--- src/rtl/credito_acumulador.sv ---
// Coin credit accumulator for the vending path.
// Adds credit from up to three debounced coin inputs. Raises hay_credito once
// the credit reaches PRICE, and runs a one-cycle sale or cancel that reports
// the change to return. A coin that cannot be accepted gets a one-cycle
// rejection pulse.
//
//   state      | meaning
//   -----------+-----------------------------------------------------------
//   ACUM       | accumulating coins, waiting for buy or cancel
//   VENTA      | one-cycle sale: dispensa, cambio = credito - PRICE
//   DEVOLUCION | one-cycle cancel: cambio = credito, nothing dispensed
module credito_acumulador #(
  parameter int WIDTH = 5,
  parameter int PRICE = 20,
  parameter int COIN0 = 1,
  parameter int COIN1 = 5,
  parameter int COIN2 = 10
) (
  input  logic             clk,
  input  logic             rst_n,
  input  logic [2:0]       coin_in,
  input  logic             buy,
  input  logic             cancel,
  output logic [WIDTH-1:0] credito,
  output logic             hay_credito,
  output logic             dispensa,
  output logic [WIDTH-1:0] cambio,
  output logic             cambio_valid,
  output logic             moneda_rechazada
);

  typedef enum logic [1:0] {
    ACUM       = 2'd0,
    VENTA      = 2'd1,
    DEVOLUCION = 2'd2
  } state_t;

  // Two guard bits keep the sum of three simultaneous coins plus the
  // current credit from wrapping before the overflow compare.
  typedef logic [WIDTH+1:0] ext_t;
  typedef logic [WIDTH-1:0] cred_t;

  localparam cred_t PRICE_W = cred_t'(PRICE);
  localparam ext_t  MAX_X   = ext_t'((1 << WIDTH) - 1);
  localparam ext_t  COIN0_X = ext_t'(COIN0);
  localparam ext_t  COIN1_X = ext_t'(COIN1);
  localparam ext_t  COIN2_X = ext_t'(COIN2);

  state_t     state_q, state_d;
  cred_t      credito_q, credito_d;
  logic [2:0] coin_q;
  logic       rech_q, rech_d;

  logic [2:0] ev;
  logic       ev_any;
  ext_t       add;
  ext_t       sum_x;
  logic       cabe;
  logic       hay;

  // Rising-edge detect on the coin levels and the value they add together.
  always_comb begin
    ev     = coin_in & ~coin_q;
    ev_any = |ev;
    add    = '0;
    if (ev[0]) add = add + COIN0_X;
    if (ev[1]) add = add + COIN1_X;
    if (ev[2]) add = add + COIN2_X;
    sum_x  = {2'b00, credito_q} + add;
    cabe   = (sum_x <= MAX_X);
    hay    = (credito_q >= PRICE_W);
  end

  // Next state, next credit and coin rejection; cancel beats buy beats coin.
  always_comb begin
    state_d   = state_q;
    credito_d = credito_q;
    rech_d    = 1'b0;
    case (state_q)
      ACUM: begin
        if (cancel) begin
          state_d = DEVOLUCION;
          rech_d  = ev_any;
        end else if (buy && hay) begin
          state_d = VENTA;
          rech_d  = ev_any;
        end else if (ev_any) begin
          // The whole event is accepted or the whole event is rejected.
          if (cabe) begin
            credito_d = sum_x[WIDTH-1:0];
          end else begin
            rech_d = 1'b1;
          end
        end
      end
      VENTA, DEVOLUCION: begin
        state_d   = ACUM;
        credito_d = '0;
        rech_d    = ev_any;
      end
      default: begin
        state_d   = ACUM;
        credito_d = '0;
      end
    endcase
  end

  // State, credit, coin history and rejection pulse registers.
  always_ff @(posedge clk) begin
    if (!rst_n) begin
      state_q   <= ACUM;
      credito_q <= '0;
      // All ones so a coin held through reset only counts after it re-rises.
      coin_q    <= 3'b111;
      rech_q    <= 1'b0;
    end else begin
      state_q   <= state_d;
      credito_q <= credito_d;
      coin_q    <= coin_in;
      rech_q    <= rech_d;
    end
  end

  // Moore output decode from state and credit.
  always_comb begin
    dispensa     = 1'b0;
    cambio_valid = 1'b0;
    cambio       = '0;
    case (state_q)
      VENTA: begin
        dispensa     = 1'b1;
        cambio_valid = 1'b1;
        cambio       = credito_q - PRICE_W;
      end
      DEVOLUCION: begin
        cambio_valid = 1'b1;
        cambio       = credito_q;
      end
      default: begin
        dispensa     = 1'b0;
        cambio_valid = 1'b0;
        cambio       = '0;
      end
    endcase
  end

  assign credito          = credito_q;
  assign hay_credito      = hay;
  assign moneda_rechazada = rech_q;

endmodule

--- config.mk ---
export PLATFORM = sky130hd
export DESIGN_NAME = credito_acumulador
export DESIGN_NICKNAME = d
export VERILOG_FILES = /design/src/rtl/credito_acumulador.sv
export SDC_FILE = /design/constraint.sdc
export NUM_CORES = 1
export LEC_CHECK = 0
export CAP_MARGIN = 25
export CORE_MARGIN = 4
export CORE_UTILIZATION = 40
export DETAILED_ROUTE_END_ITERATION = 10
export GPL_ROUTABILITY_DRIVEN = 1
export GPL_TIMING_DRIVEN = 0
export MAX_ROUTING_LAYER = met4
export PLACE_DENSITY = 0.69
export SYNTH_ARGS = -nofsm -noshare
export SYNTH_HDL_FRONTEND = slang
export SYNTH_SLANG_ARGS = --single-unit
--- constraint.sdc ---
create_clock -name clk -period 2.12 [get_ports clk]
set_input_delay 0.424 -clock clk [delete_from_list [all_inputs] [get_ports clk]]
set_output_delay 0.424 -clock clk [all_outputs]
set_load 0.1 [all_outputs]
# == Yosys cells after proc, flatten, opt, wreduce, memory -nomap -nowiden ==
# Cells that the tools add are included.
# word_totals
regBits,11
in_bits,7
word_cells,40
# classes
add_sub_neg,4
magnitude_cmp,2
n_eq_ne,2
mux,13
bitwise_logic,6
reduce_logical,8
# op_table
operator,n
two-way mux 7 bit,2
one-hot mux 5 bit (2 select lines),1
adder 5 x 7 -> 7 bit,1
adder 7 x 3 -> 7 bit (second input constant),1
adder 7 x 4 -> 7 bit (second input constant),1
<= comparator 7 x 5 -> 1 bit (second input constant),1
two-way mux 1 bit,7
OR reduction 3 bit,2
greater-or-equal comparator 5 bit (second input constant),1
subtractor 5 bit (second input constant),1
two-way mux 2 bit,2
inverter 1 bit,4
AND reduction 4 bit,1
AND 3 bit,1
inverter 3 bit,1
equality test 2 x 1 -> 1 bit (second input constant),1
equality test 2 bit (second input constant),1
zero test 2 bit,1
one-hot mux 1 bit (2 select lines),1
AND reduction 2 bit,1
nonzero test 2 bit,1
OR reduction 2 bit,1
logical AND 1 bit,1

# == Depth between registers and ports, before layout ==
# Gate-level depths: netlist of run 1.
# logic_depth
depth_word,14
mapped_depth,10
depth_no_buf,10

# == Worst setup path after synthesis of run 1 ==
# OpenSTA, ideal clock, no wires.
# synth_path
path_type,register to output
start,"reg credito_q[2], in the netlist credito[2]"
end,out cambio[3]
t_arrival_ns,3.138
setup_slack_ns,-1.442
path_stages_with_launch,5
n_path_buf,0
cell_sequence,dfxtp_1 -> inv_1 -> ha_1 -> nand2b_1 -> a21oi_1
# synth_between
elab_chain_cells,2
# synth_rtl
element,line_no,rtl
start: declaration,50,"cred_t credito_q, credito_d;"
start signal: assignment,118,credito_q <= credito_d;
subtractor 5 bit,133,cambio = credito_q - PRICE_W;
one-hot mux 5 bit (2 select lines),129,case (state_q)
end: declaration,27,"output logic [WIDTH-1:0] cambio,"
# Every way passes these cells.

# == Final worst setup path of run 1 ==
# layout_path
start,in coin_in[0]
end,"reg credito_q[1], in the netlist credito[1]"
# layout_between
elab_chain_cells,9
elab_cells_between_ends,10
cone_classes,add/sub: 3; order compare: 1; mux: 3; bitwise: 1; reduce/logical: 2
# layout_rtl
element,line_no,rtl
start: declaration,21,"input logic [2:0] coin_in,"
AND 3 bit *,63,ev = coin_in & ~coin_q;
two-way mux 1 bit,66,if (ev[0]) add = add + COIN0_X;
adder 7 x 3 -> 7 bit,67,if (ev[1]) add = add + COIN1_X;
two-way mux 7 bit,67,
adder 7 x 4 -> 7 bit,68,if (ev[2]) add = add + COIN2_X;
two-way mux 7 bit,68,
adder 5 x 7 -> 7 bit,69,"sum_x = {2'b00, credito_q} + add;"
<= comparator 7 x 5 -> 1 bit,70,cabe = (sum_x <= MAX_X);
AND reduction 4 bit (no source line),-,
# Mark *: on every way between the ends. The rest lies on a longest branch, timed or not.
# A chain may end at the register's enable or synchronous reset.

==> results.ini, run 1 <==
[synth]
synth.distinct_cells=36
yosysWarnings=0
async_flop_share=0
synthCells=99
yosys_most_used_dff=dfxtp_1
postSynthAreaPerCell_um2=9.09
ys_ff_latch=11
synth_area_um2=900
synth_edf_count=0
seq_area_frac_synth=0.245
synth_nets=120

[setup_path]
arrival_ns=2.26
cpMostUsedCell=ha_4
critPathCaptureType=flop
critPathBufInv=1
reg2reg_from=coin_q[1]$_SDFF_PN1_
path_cells=clkdlybuf4s15_1 > nand2b_4 > ha_4 > mux2_4 > ha_4 > a21o_1 > o211ai_4 > and3_4 > mux2i_1
crit_slowest_cell=mux2_4
cp_slowest_stage_delay_ns=0.29
startpoint_type=input pin
reg2reg_to=credito[1]$_SDFFE_PN0P_
crit_fanout=5
critPathRequiredTime_ns=2.31
ff2ff_setup_slack_ns=0.06
cp_top_family=multiplexers
worstSetupPathType=in2reg
startpoint=coin_in[0]
worstRegToRegCells=9

[floorplan]
ios=21
start_util=0.441
die_x_um=55.4
rows=16
core_um2=2040
fp.dieH_um=55.4
die-area_um2=3070

[timing]
hold_ws_ns=0.392
setup_tns_ns=0
clock_skew_ns=0.00131
layout_min_cycle_time_ns=2.06
period_share=0.973
slew_headroom=0.361
drv_slew=0
tightest_slew_ns=0.962
fmax_ghz=0.485
rsz0062_at_grt=true
setup_viol=0
hold_viol_final=0

[finish]
fin_nets=152
layout.cells.non_filler=157
final_common_cell=buf_4
finalCoreUtilization=0.675
final_cell_area_um2=1380
final_cell_mix=buf_4 (10), inv_1 (9), nand2_1 (8), ha_1 (8), dlygate4sd2_1 (7)
regArea_um2=234
drive_gt1_frac=0.446
diodes=0
fill_cells=170
multi_input_area_um2=801
area_growth_pct=53.1

[clocking]
cts_buffers=3
clockBufferDepth=2
path_clk_slew_ns=0.07
ctsHoldBuffers=0
cts_root_buf=clkbuf_4
cts_tree=built
htreeDepth=1
numClockSinks=11
clock_latency_ns=0.27

[placement]
hpwl_um=1580
dpl.cell_count=146
post_dp_cell_area_um2=1240
io_buffers=20
place.gp.congestion=0.817

[drt]
wl_um=2160
wl_per_cell_um=13.7
first_pass_iters=3
vias=802
viasPerCell=5.11
drcViolationCount=0
ant_nets=0
drtIter0Drc=4

[global_routing]
grt_pass1_vias=770
grt_overflow=0
grt_pass1_wl_um=3550
grt_max_degree=10
antenna_found_initial=0
groute.usage.overall=0.145

[hold_path]
worst_hold_path_type=in2reg
worst_hold_startpoint=coin_in[1]
holdPathEnd=coin_q[1]$_SDFF_PN1_
holdPathStages=2

[power_and_ir_drop]
powerDensity_nw_per_um2=380
p_leak_uw=0.000600
ir_drop_v=0.000446

[outcome]
status=completed

[flow_run]
drv_cap=0

[layout make-up]
cell class / instances / area share
plain buffers: 2 / 0.0127
clock buffers: 4 / 0.0191
inverters: 9 / 0.0245
multi-input cells: 77 / 0.581
flip-flops and latches: 11 / 0.170
well taps: 27 / 0.0245
repair buffers: 27 / 0.168
[worst max-delay path by stage]
stage                                   end  slack (ns)  cells after the start
global placement    credito[0]$_SDFFE_PN0P_       -0.60                     10
global route        credito[1]$_SDFFE_PN0P_       -0.03                      8
finish              credito[1]$_SDFFE_PN0P_        0.06                      9
floorplan                         cambio[3]      -0.008                      4
CTS                               cambio[3]       -0.12                      5
detailed placement  credito[1]$_SDFFE_PN0P_       -0.60                     10
[logic make-up after synthesis]
| kind of cell | Yosys count | share of synthesized area |
|---|---|---|
| DFF | 11 | 0.245 |
| buffers and inverters | 11 | 0.0501 |
| AOI/OAI and AO/OA | 19 | 0.186 |
| xor gates and xnor gates | 2 | 0.0195 |
| and+or+nand+nor | 36 | 0.227 |
| muxes | 6 | 0.0695 |
| adders and majority gates | 14 | 0.203 |
[metrics by stage]
stage	total power (uW)	worst slack, ns
5_1_grt	554	-0.0277
3_5_place_dp	373	-0.602
6_report	523	0.0581
2_1_floorplan	336	-0.00771
3_3_place_gp	371	-0.595
4_1_cts	519	-0.117
[flip-flops by register name, summed over array words and instances, names as in the netlist]
signal and count:
coin_q 3, credito 5, moneda_rechazada 1, state_q 2
[report_power, final]
group / internal, uW / switching, uW
Sequential: 213 / 9.54
Combinational: 63.5 / 96.7
Clock: 72.9 / 67.2
Total: 350 / 173
[what timing repair did]
action,4_1_cts,5_1_grt
setup buffers,3,4
setup endpoints to repair,20,8
gates resized for setup,56,15
pin swaps,3,3
[Yosys cell counts (2+ instances only)]
master	number	area, um2
dfxtp_1	11	220
mux2i_1	4	40.0
nand2_1	8	30.0
a21o_1	2	15.0
ha_1	13	163
mux2_2	2	22.5
o21ai_0	3	15.0
nand2b_1	7	43.8
a21oi_1	5	25.0
nor2_1	7	26.3
inv_1	9	33.8
nand3_1	3	15.0
xnor2_1	2	17.5
[layer usage]
metal / share of wire / GRT usage / routed length, um
met1: 0.43 / 0.159 / 931
met2: 0.51 / 0.253 / 1090
met3: 0.041 / 0.0303 / 88
met4: 0.021 / 0.0625 / 46
met5: 0 / - / 0
(Power assumes the default switching activity.)
==> run 2, diff against run 1 <==
--- a/config.mk
+++ b/config.mk
@@ -6,7 +6,7 @@
 export NUM_CORES = 1
 export LEC_CHECK = 0
 export CAP_MARGIN = 25
-export CORE_MARGIN = 4
+export CORE_MARGIN = 1.5
 export CORE_UTILIZATION = 40
 export DETAILED_ROUTE_END_ITERATION = 10
 export GPL_ROUTABILITY_DRIVEN = 1
==> run 2 against run 1 <==
  * Core utilization increased by 0.37 points
  * Clock power is essentially flat
  * Cell count increased by 0.64%
  * Routed wire length down 6.1%
  * Sequential power barely moved
  * Power is 0.62% higher
  * Global-route usage increased by 3.1 points
  * Maximum frequency down 1.8%
  * First-iteration DRC count grew to 3.0 times the previous value
  * Clock-buffer cell count is the same
  * Critical path depth stayed put
==> results.ini, run 2 (synthesis results as in run 1) <==
[outcome]
status=completed

[power_and_ir_drop]
comb_power_share=0.305  ; about the same
powerDensity_nw_per_um2=380  ; about the same
ir_drop_v=0.000398  ; -11%
switching_power_uw=176  ; +1.7%
seqPwrFrac=0.422  ; -0.004
clkPwrFrac=0.273  ; +0.005
power.internal_uw=350  ; about the same
swShare=0.335  ; +0.00353
finalPower_uw=526  ; +0.62%
p_leak_uw=0.000618  ; +3.0%

[setup_path]
reg2reg_to=credito[0]$_SDFFE_PN0P_
ff2ff_setup_slack_ns=0.02  ; -0.04 ns
cpMostUsedCell=and3_4
cp_slowest_stage_delay_ns=0.30  ; about the same
reg2reg_from=coin_q[1]$_SDFF_PN1_
startpoint_type=flop
crit_end=credito[0]$_SDFFE_PN0P_
worstSetupPathType=reg2reg
crit_slowest_cell=dfxtp_1
worstRegToRegCells=9  ; unchanged
critPathRequiredTime_ns=2.31  ; about the same
critPathCaptureType=flop
arrival_ns=2.29  ; +0.03 ns
crit_fanout=4  ; -1
path_cells=nand2b_4 > buf_4 > nor2_2 > xnor2_2 > ha_1 > and3_4 > o211ai_4 > and3_4 > mux2i_1
startpoint=coin_q[1]$_SDFF_PN1_

[timing]
tightest_slew_ns=0.959  ; -0.00324 ns
slew_headroom=0.363  ; +0.00215
rsz0062_at_grt=true
hold_viol_final=0  ; unchanged
drv_slew=0  ; unchanged
layout_setup_ws_ns=0.0214  ; -0.0367 ns
period_share=0.990  ; +0.0173
clock_skew_ns=0.00889  ; +0.00758 ns
layout_min_cycle_time_ns=2.10  ; +0.0367 ns
setup_viol=0  ; unchanged
fmax_ghz=0.477  ; -1.8%

[finish]
final_cell_mix=buf_4 (11), inv_1 (8), nand2_1 (8)
fin_nets=153  ; +0.66%
diodes=0  ; unchanged
final_common_cell=buf_4
fill_cells=169  ; -0.59%
regArea_um2=233  ; -0.53%
multi_input_area_um2=800  ; -0.16%
area_growth_pct=54.0
layout.cells.non_filler=158  ; +0.64%
largest_register_ffs=5  ; unchanged
drive_gt1_frac=0.443  ; -0.00341

[drt]
wl_um=2030  ; -6.1%
wl_per_cell_um=12.8  ; -6.7%
viasPerCell=5.16  ; +0.98%
drtIter0Drc=12  ; +8
first_pass_iters=4  ; +1
ant_nets=0  ; unchanged
vias=815  ; +1.6%
drcViolationCount=0  ; unchanged

[placement]
dpl.cell_count=146  ; unchanged
dp_slack_ns=-0.633  ; -0.0317 ns
place.gp.congestion=0.870  ; +6.5%
hpwl_um=1480  ; -6.1%
io_buffers=20  ; unchanged

[floorplan]
fp.dieH_um=50.4  ; -9.0%
die-area_um2=2540  ; -17%
core_um2=2040  ; unchanged
start_util=0.441  ; unchanged
die_x_um=50.4  ; -9.0%
ios=21  ; unchanged
rows=16  ; unchanged

[clocking]
clockBufferDepth=2  ; unchanged
path_clk_slew_ns=0.07  ; about the same
cts_root_buf=clkbuf_4
numClockSinks=11  ; unchanged
cts_buffers=3  ; unchanged
cts_tree=built
clock_latency_ns=0.27  ; about the same
htreeDepth=1  ; unchanged

[global_routing]
grt_max_degree=10  ; unchanged
groute.usage.overall=0.177  ; +0.0312
grt_pass1_wl_um=3230  ; -9.1%
grt_overflow=0  ; unchanged
grt_pass1_vias=720  ; -6.5%
antenna_found_initial=0  ; unchanged

[hold_path]
worst_hold_path_type=in2reg

[flow_run]
drv_cap=0  ; unchanged

-- run 2: timing repair --
item / 4_1_cts / 5_1_grt
pin swaps: 2 / 5
gates cloned: 0 / 0
setup buffers: 2 / 6
endpoints found under the setup margin: 20 / 10
resized for setup: 53 / 21
hold buffers: 0 / 0
-- run 2: routing by layer --
layer / track usage / share of wire / wire [um] / up-vias
li1: - / - / - / 414
met1: 0.197 / 0.45 / 916 / 381
met2: 0.300 / 0.51 / 1030 / 18
met3: 0.0476 / 0.034 / 68 / 2
met4: 0.0676 / 0.0069 / 14 / 0
met5: - / 0 / 0 / -
-- run 2: how the worst min path moves through the flow --
stage                                    endpoint                    start  depth (start not counted)
final                        coin_q[1]$_SDFF_PN1_               coin_in[1]                          2
after global routing         coin_q[1]$_SDFF_PN1_               coin_in[1]                          2
after CTS                 credito[0]$_SDFFE_PN0P_  credito[0]$_SDFFE_PN0P_                          2
after detailed placement  credito[0]$_SDFFE_PN0P_  credito[0]$_SDFFE_PN0P_                          2
after global placement    credito[0]$_SDFFE_PN0P_  credito[0]$_SDFFE_PN0P_                          2
after floorplan           state_q[0]$_SDFFE_PP0P_                   cancel                          1
-- run 2: cell type report --
cell class	count	share of cell area
Buffer	2	0.0126
Clock buffer	4	0.0190
Inverter	9	0.0262
Multi-Input combinational cell	77	0.577
Sequential cell	11	0.168
Tap cell	27	0.0244
Timing Repair Buffer	28	0.173
-- run 2: worst max-delay path: cells and delay by family, from the launching register on --
kind,cells,cell delay [ns]
buffers and inverters,1,0.15
DFF,1,0.30
adders and majority gates,1,0.27
AOI/OAI and AO/OA,1,0.21
muxes,1,0.17
xor gates and xnor gates,1,0.17
and+or+nand+nor,4,0.74
-- run 2: per-stage QoR --
stage	hold slack, ns	instance area, um2	util	setup TNS, ns
2_1_floorplan	0.497	1010	-	-0.00771
3_3_place_gp	0.489	1240	0.607	-6.16
3_5_place_dp	0.500	1240	0.607	-6.45
4_1_cts	0.508	1280	0.626	-0.997
5_1_grt	0.381	1390	0.678	-0.181
6_report	0.393	1390	0.678	0
-- run 2: power groups by stage --
stage	logic (uW)	registers [uW]	clock network [uW]
2_1_floorplan	88.6	247	0
3_3_place_gp	144	226	0
3_5_place_dp	146	227	0
4_1_cts	148	222	147
5_1_grt	174	223	166
6_report	161	222	143
==> run 3, diff against run 2 <==
--- a/config.mk
+++ b/config.mk
@@ -6,7 +6,6 @@
 export NUM_CORES = 1
 export LEC_CHECK = 0
 export CAP_MARGIN = 25
-export CORE_MARGIN = 1.5
 export CORE_UTILIZATION = 40
 export DETAILED_ROUTE_END_ITERATION = 10
 export GPL_ROUTABILITY_DRIVEN = 1
==> run 3 against run 2 <==
  * The flow now finishes with violations (negative setup slack)
  * Flip-flop and latch count unchanged
  * Hold slack better by 0.0049 ns
  * Global-route usage increased by 0.53 points
  * Clock-buffer cell count unchanged
  * Die area fell by 3.9%
  * Sequential share of layout area is 0.17 points higher
  * Power shrank 1.0%
  * Non-clock buffer count decreased by 2
  * Core utilization is 0.67 points lower
  * Clock power hardly changed
==> results.ini, run 3 (synthesis results as in run 1) <==
[floorplan]
die_x_um=49.4  ; -2.0%
die-area_um2=2440  ; -3.9%
rows=16  ; unchanged
start_util=0.441  ; unchanged
core_um2=2040  ; unchanged
fp.dieH_um=49.4  ; -2.0%
ios=21  ; unchanged

[setup_path]
reg2reg_to=credito[0]$_SDFFE_PN0P_
cp_top_family=simple AND/OR/NAND/NOR gates
critPathBufInv=2  ; +1
worstSetupPathType=in2reg
cp_slowest_stage_delay_ns=0.26  ; -0.04 ns
critPathCaptureType=flop
path_cells=clkdlybuf4s15_1 > nand2b_4 > buf_4 > nor2_2 > xnor2_2 > ha_1 > and3_4 > o211ai_4 > and3_4 > mux2i_1
ff2ff_setup_slack_ns=0.01  ; about the same
reg2reg_from=coin_q[0]$_SDFF_PN1_
cpMostUsedCell=and3_4
arrival_ns=2.32  ; +0.03 ns
critPathRequiredTime_ns=2.31  ; about the same
startpoint_type=input pin
worstRegToRegCells=9  ; unchanged
crit_fanout=4  ; unchanged
crit_slowest_cell=ha_1

[finish]
fin_nets=151  ; -1.3%
layout.cells.non_filler=156  ; -1.3%
diodes=0  ; unchanged
drive_gt1_frac=0.442  ; -0.000888
final_common_cell=buf_4
area_growth_pct=52.4
largest_register_ffs=5  ; unchanged
final_cell_mix=buf_4 (9), inv_1 (8), nand2_1 (8)
fill_cells=168  ; -0.59%

[drt]
drtIter0Drc=2  ; -10
vias=801  ; -1.7%
viasPerCell=5.13  ; -0.46%
drcViolationCount=0  ; unchanged
wl_um=1910  ; -5.8%
ant_nets=0  ; unchanged
first_pass_iters=5  ; +1
wl_per_cell_um=12.2  ; -4.6%

[hold_path]
worst_hold_startpoint=coin_in[1]
holdPathStages=2  ; unchanged
holdPathEnd=coin_q[1]$_SDFF_PN1_
worst_hold_path_type=in2reg

[timing]
hold_viol_final=0  ; unchanged
tightest_slew_ns=0.959  ; -0.000284 ns
period_share=1.00  ; +0.0131
setup_viol=2  ; +2
layout_min_cycle_time_ns=2.13  ; +0.0278 ns
clock_skew_ns=0.00460  ; -0.00429 ns
fmax_ghz=0.470  ; -1.3%
layout_setup_ws_ns=-0.00634  ; -0.0278 ns
rsz0062_at_grt=true
drv_slew=0  ; unchanged
slew_headroom=0.363  ; about the same
hold_ws_ns=0.398  ; +0.00493 ns

[clocking]
cts_buffers=3  ; unchanged
htreeDepth=1  ; unchanged
ctsHoldBuffers=0  ; unchanged
clockBufferDepth=2  ; unchanged
clock_latency_ns=0.27  ; about the same
path_clk_slew_ns=0.07  ; about the same
cts_tree=built
numClockSinks=11  ; unchanged
cts_root_buf=clkbuf_4

[global_routing]
grt_max_degree=10  ; unchanged
grt_pass1_wl_um=3230  ; unchanged
grt_pass1_vias=745  ; +3.5%
groute.usage.overall=0.182  ; +0.00526
grt_overflow=0  ; unchanged
antenna_found_initial=0  ; unchanged

[flow_run]
drv_cap=0  ; unchanged

[power_and_ir_drop]
ir_drop_v=0.000335  ; -16%
finalPower_uw=521  ; -1.0%
p_leak_uw=0.000590  ; -4.5%
powerDensity_nw_per_um2=380  ; about the same

[placement]
dpl.cell_count=146  ; unchanged
place.gp.congestion=0.866  ; -0.41%
hpwl_um=1420  ; -4.5%
dp_slack_ns=-0.615  ; +0.0188 ns
io_buffers=20  ; unchanged

[outcome]
status=finished, violations left
failed_checks=negative setup slack

run 3: cell count changes in the layout (fill, tap and decap cells not counted), sizes merged:
cell	delta
dlymetal6s2s	-1
clkbuf	-1
buf	-1
clkdlybuf4s15	+1
run 3: final cells by class:
type | instances | area [um2] | area share
multi-input cells | 77 | 802 | 0.585
flip-flops and latches | 11 | 233 | 0.170
repair buffers | 26 | 221 | 0.161
inverters | 9 | 36.3 | 0.0265
well taps | 27 | 33.8 | 0.0246
clock buffers | 4 | 26.3 | 0.0192
plain buffers | 2 | 18.8 | 0.0137
run 3: through the flow:
| stage | utilization | cell area (um2) | setup TNS (ns) |
|---|---|---|---|
| floorplan | - | 1010 | -0.00771 |
| global placement | 0.607 | 1240 | -6.15 |
| detailed placement | 0.607 | 1240 | -6.38 |
| CTS | 0.634 | 1290 | -0.183 |
| global route | 0.672 | 1370 | -0.203 |
| finish | 0.672 | 1370 | -0.00956 |
run 3: layer usage:
| metal | part of all wire | global-route usage | up-vias |
|---|---|---|---|
| met5 | 0 | - | - |
| met4 | 0.0063 | 0.0714 | 0 |
| met3 | 0.030 | 0.0498 | 2 |
| met2 | 0.49 | 0.315 | 18 |
| met1 | 0.47 | 0.195 | 374 |
| li1 | - | - | 407 |
run 3: power by group:
part | internal, uW | switching, uW
Sequential | 213 | 9.22
Combinational | 62.0 | 95.2
Clock | 72.8 | 68.5
run 3: worst reg2reg max path, stage by stage (launching register included):
cell and delay (ns):
dfxtp_1 0.30, nand2b_4 0.16, buf_4 0.16, nor2_2 0.19, xnor2_2 0.16, ha_1 0.26, and3_4 0.19, o211ai_4 0.19
and3_4 0.24, mux2i_1 0.17
run 3: what timing repair did:
action | CTS | global route
pin swaps | 4 | 5
setup buffers | 2 | 4
gates resized for setup | 56 | 21
setup endpoints to repair | 20 | 10
run 3: worst max-delay path by stage:
stage / startpoint / to / slack (ns) / depth (start not counted)
after floorplan: credito[2]$_SDFFE_PN0P_ / cambio[3] / -0.008 / 4
after global placement: coin_in[1] / credito[0]$_SDFFE_PN0P_ / -0.59 / 10
after detailed placement: coin_in[1] / credito[0]$_SDFFE_PN0P_ / -0.61 / 10
after CTS: credito[2]$_SDFFE_PN0P_ / cambio[3] / -0.12 / 5
after global routing: coin_q[0]$_SDFF_PN1_ / credito[0]$_SDFFE_PN0P_ / -0.09 / 9
final: coin_in[0] / credito[0]$_SDFFE_PN0P_ / -0.006 / 10
